==> src/rtl/mac_in_driver.sv <==
// mac_in_driver: west-edge beat generator for the MAC array (split-nibble kernel load, activation execute)
// Ports: clk/reset (sync, active-high); start_load/start_exec/num_exec start a phase;
//   src_data/src_valid/src_ready source handshake; in_w/inst_w registered beat stream
//   (01 load, 10 execute, 00 bubble); busy = not idle; done = one-cycle end-of-phase pulse.
module mac_in_driver #(
  parameter int bw = 4,
  parameter int row = 8,
  parameter int col = 8,
  parameter int cnt_bw = 8
) (
  input  logic                  clk,
  input  logic                  reset,
  input  logic                  start_load,
  input  logic                  start_exec,
  input  logic [cnt_bw-1:0]     num_exec,
  input  logic [row*bw*2-1:0]   src_data,
  input  logic                  src_valid,
  output logic                  src_ready,
  output logic [row*bw-1:0]     in_w,
  output logic [1:0]            inst_w,
  output logic                  busy,
  output logic                  done
);
  localparam int kw = $clog2(col + 1);
  typedef enum logic [2:0] {IDLE, LOAD_A, LOAD_B, EXEC, DONE} state_t;
  state_t state_q, state_d;
  logic [kw-1:0] kcnt_q, kcnt_d;
  logic [cnt_bw-1:0] exec_left_q, exec_left_d;
  logic [row*bw-1:0] hold_q, hold_d, in_w_q, in_w_d, lo, hi;
  logic [1:0] inst_w_q, inst_w_d;
  logic done_q, done_d, accept;
  for (genvar i = 0; i < row; i++) begin : g_split
    assign lo[bw*i +: bw] = src_data[2*bw*i +: bw];
    assign hi[bw*i +: bw] = src_data[2*bw*i+bw +: bw];
  end
  assign src_ready = state_q == LOAD_A || state_q == EXEC;
  assign accept = src_valid && src_ready;
  assign busy = state_q != IDLE;
  assign in_w = in_w_q;
  assign inst_w = inst_w_q;
  assign done = done_q;
  always_ff @(posedge clk) begin
    if (reset) begin
      state_q <= IDLE;
      kcnt_q <= '0;
      exec_left_q <= '0;
      hold_q <= '0;
      in_w_q <= '0;
      inst_w_q <= 2'b00;
      done_q <= 1'b0;
    end else begin
      state_q <= state_d;
      kcnt_q <= kcnt_d;
      exec_left_q <= exec_left_d;
      hold_q <= hold_d;
      in_w_q <= in_w_d;
      inst_w_q <= inst_w_d;
      done_q <= done_d;
    end
  end
  always_comb begin
    state_d = state_q;
    kcnt_d = kcnt_q;
    exec_left_d = exec_left_q;
    case (state_q)
      IDLE: begin
        if (start_load) begin
          state_d = LOAD_A;
          kcnt_d = '0;
        end else if (start_exec) begin
          exec_left_d = num_exec;
          state_d = num_exec == '0 ? DONE : EXEC;
        end
      end
      LOAD_A: state_d = accept ? LOAD_B : LOAD_A;
      // The high half always follows immediately, so a pair is never split.
      LOAD_B: begin
        kcnt_d = kcnt_q + 1'b1;
        state_d = kcnt_q == kw'(col - 1) ? DONE : LOAD_A;
      end
      EXEC: begin
        if (accept) begin
          exec_left_d = exec_left_q - 1'b1;
          state_d = exec_left_q == cnt_bw'(1) ? DONE : EXEC;
        end
      end
      DONE: state_d = IDLE;
      default: state_d = IDLE;
    endcase
  end
  always_comb begin
    in_w_d = in_w_q;
    inst_w_d = 2'b00;
    hold_d = hold_q;
    done_d = state_q == DONE;
    if (state_q == LOAD_A && accept) begin
      in_w_d = lo;
      inst_w_d = 2'b01;
      hold_d = hi;
    end else if (state_q == LOAD_B) begin
      in_w_d = hold_q;
      inst_w_d = 2'b01;
    end else if (state_q == EXEC && accept) begin
      in_w_d = src_data[row*bw-1:0];
      inst_w_d = 2'b10;
    end
  end
endmodule

==> config.mk <==
export PLATFORM = sky130hd
export DESIGN_NAME = mac_in_driver
export DESIGN_NICKNAME = d
export VERILOG_FILES = /design/src/rtl/mac_in_driver.sv
export SDC_FILE = /design/constraint.sdc
export NUM_CORES = 1
export LEC_CHECK = 0
export CAP_MARGIN = 20
export CORE_ASPECT_RATIO = 1.5
export CORE_MARGIN = 3
export CORE_UTILIZATION = 35
export CTS_BUF_LIST = sky130_fd_sc_hd__clkbuf_16
export DETAILED_ROUTE_END_ITERATION = 10
export GPL_TIMING_DRIVEN = 0
export PLACE_DENSITY = 0.59
export SLEW_MARGIN = 15
export SYNTH_ARGS = -nofsm -noshare
export SYNTH_HDL_FRONTEND = slang
export SYNTH_SLANG_ARGS = --single-unit
==> constraint.sdc <==
create_clock -name clk -period 2.54 [get_ports clk]
set_clock_uncertainty 0.15 [all_clocks]
set_input_delay 0.508 -clock clk [delete_from_list [all_inputs] [get_ports clk]]
set_output_delay 0.508 -clock clk [all_outputs]
set_load 0.03 [all_outputs]
==> reports/metrics.csv <==
stage;metric;value;unit
routing;vias per std cell;5.333;
clocking;latest clock arrival within the worst-skew pair;340;ps
routing;Vias;3957;
critical_path;endpoint class of the critical path;output port;
critical_path;WP data required;1880;ps
finish;NumNets Final;677;
sta;unrepaired setup endpoints after global routing;no;
sta;Final period util;93.00;%
die;Core Footprint;10300;µm²
synth;Syn Std Cell Area;3776;µm²
finish;layout cells sized above 1;7.654;%
routing;drt total wl;12850;µm
clocking;CTS resizes;2;
sta;Worst-Margin Slew;716.5;ps
clocking;postcts setup bufs;0;
grt;number of global-route vias before repair;3948;
grt;first-pass GRT wire length;20200;µm
place;port bufs;111;
min_path;min-delay src;hold_q[6];
pwr;pwr dens;901.5;nW/µm²
run_status;status;completed;
critical_path;critical-path cell list;buf_2, nor3_1, inv_1, dlygate4sd2_1;
critical_path;FF-to-FF End;in_w[29];
grt;remaining global-route overflow;0;
grt;initial antenna violation count;0;
synth;post-synth net total;555;
min_path;Min-Delay Path Class;flop to flop;
place;Final GP Congestion;0.8483;
routing;1st-iter DRT viols;153;
synth;sequential area share after synthesis;43.47;%
sta;minimum hold slack;297.2;ps
die;num rows;45;
clocking;# clock sinks;82;
critical_path;r2r worst-path depth;5;
sta;Max Slew Vio Count;0;
critical_path;CP top delay family;buffers and inverters;
sta;post-route minimum period;2362;ps
synth;synth unique cells;50;
critical_path;flop2flop setup slack;420;ps
critical_path;critical path buffer and inverter count;3;
place;DP HPWL;9810;µm
critical_path;crit path DAT;1700;ps
sta;Final setup viols;0;
clocking;Root Buffer;clkbuf_16;
pwr;maximum VDD drop;425.7;µV
critical_path;Largest stage delay, worst path;370;ps
grt;GRT Util Overall;21.14;%
critical_path;slowest cell on the critical path;dfxtp_1;
sta;final hold violation count;0;
clocking;cts bufs inserted;9;
sta;Max Clk Rate;0.4233;GHz
die;I/O pin cnt;114;
routing;detailed-route DRC error count;0;
finish;ant diodes;0;
synth;EDFF count, synth;0;
synth;ys async rst share;0;%
finish;area grow syn2layout;42.84;%
min_path;end of the worst hold path;hold_q[6];
min_path;WHS Path Cells;2;
clocking;Max Root-Sink Buffers;2;
synth;Yosys warning count;0;
clocking;Post-CTS Hold Buffers;0;
die;initial core utilization;36.65;%
pwr;Leak;1.964;nW
synth;Seq cells post-synth;82;
critical_path;reg2reg start;state_q[0];
die;die area;12100;µm²
clocking;H-tree Lvls;3;
clocking;CTS tree;built;
critical_path;Worst setup SP type;flop;
routing;Final ANT Viol Nets;0;
sta;worst rel slew slack;52.24;%
finish;Filler cells;1036;
flow_run;number of max-cap violations;0;
synth;post-synthesis cell count;475;
synth;Synth Area per Inst;7.950;µm²
die;Die Wd;90.81;µm
sta;Setup TNS;0;ps
critical_path;WS Path Type;flop to output port;
die;Die Ht;133.2;µm
critical_path;CP Max Fanout;10;
routing;Routed wire per std cell;17.31;µm
clocking;CTS clk-pin slew, worst paths;60;ps
grt;largest net degree at the start of global routing;14;
synth;Main synth FF type;dfxtp_1;
routing;Pre-antenna DRT Iters;5;
[report_power, final]
part / total [mW] / internal [mW] / switching [mW]
clock: 1.47 / 0.951 / 0.520
combinational: 1.76 / 0.708 / 1.05
sequential: 1.63 / 1.49 / 0.140
total: 4.86 / 3.15 / 1.71
[cells in the mapped netlist, drive strengths merged (9+ instances only)]
cell	number	area [µm²]
a211oi	29	217.7
a21oi	57	296.5
a221oi	17	148.9
buf	22	120.1
clkbuf	18	67.56
dfxtp	82	1642
nand2	100	375.4
nor2	46	175.2
nor2b	13	81.33
o21ai	9	45.04
o22ai	12	75.07
[state kept, by name, indices dropped and copies added, names as in the netlist]
signal       flops
done             1
kcnt_q           4
exec_left_q      8
in_w            32
state_q          3
inst_w           2
hold_q          32
[worst max path at each step]
stage          startpoint              to  slack (ps)  cells after the start
2_1_floorplan  start_load  exec_left_q[7]         620                      5
3_3_place_gp   start_load  exec_left_q[7]          60                      6
3_5_place_dp   start_load  exec_left_q[7]          50                      6
4_1_cts        state_q[0]            busy         170                      4
5_1_grt        state_q[0]            busy          80                      4
6_report       state_q[0]            busy         180                      4
[area by class of cell]
type | count | area, µm² | share of cell area, %
buffer | 40 | 187.7 | 3.479
sequential | 82 | 1642 | 30.43
inverter | 6 | 22.52 | 0.4175
clock buffer | 9 | 225.2 | 4.175
clock inverter | 6 | 107.6 | 1.995
multi-input combinational | 347 | 1924 | 35.68
timing repair buffer | 111 | 1109 | 20.55
tap | 141 | 176.4 | 3.271
[cells by family (layout without fill, tap and decap cells)]
| logic type | after synthesis | count (layout) | synth area share, % |
|---|---|---|---|
| muxes | 2 | 2 | 0.5633 |
| and+or+nand+nor | 197 | 197 | 23.96 |
| DFF | 82 | 82 | 43.47 |
| AOI/OAI and AO/OA | 145 | 145 | 25.45 |
| buffers and inverters | 46 | 172 | 5.566 |
| adders and majority gates | 3 | 3 | 0.9941 |
[through the flow]
step           area [µm²]  cells  setup slack (ps)  util (%)  total power [mW]
3_5_place_dp         5064    727             53.21     49.14             3.429
3_3_place_gp         5064    727             55.51     49.14             3.408
2_1_floorplan        3776    475             617.6         -             2.720
6_report             5394    742             177.9     52.35             4.863
4_1_cts              5394    742             165.2     52.35             4.896
5_1_grt              5394    742             75.01     52.35             5.110
[worst register-to-register path, stage by stage, from the launching register on]
cell	delay [ps]
dfxtp_1	370
buf_2	210
nor3b_4	440
clkbuf_1	460
a221oi_1	170
a211oi_1	240
[layout by cell type (no fill, tap or decap), types with 3 or more instances in the layout]
cell type        synthesis  final
o21a_1                   3      3
nand3b_1                 5      5
clkdlybuf4s50_1          0    109
a211oi_1                29     29
buf_2                   18     18
dfxtp_1                 82     82
ha_1                     3      3
clkbuf_16                0      9
nor4_1                   5      5
nor2b_1                 13     13
a221oi_1                17     17
nor3_1                   6      6
nand2_1                100    100
nor2_1                  45     45
a21oi_1                 56     56
o21ai_0                  8      8
o22ai_1                 12     12
inv_1                    6      7
bufinv_16                0      3
clkbuf_1                18     18
nand3_1                  6      6
a311oi_1                 5      5
a21o_1                   3      3
[metal layers]
| layer | routed length (µm) | global-route usage (%) |
|---|---|---|
| met5 | 0 | 0 |
| met4 | 290 | 8.725 |
| met3 | 722 | 4.746 |
| met2 | 6859 | 39.70 |
| met1 | 4973 | 22.51 |
No activity file was read; power rests on OpenSTA's default activity.
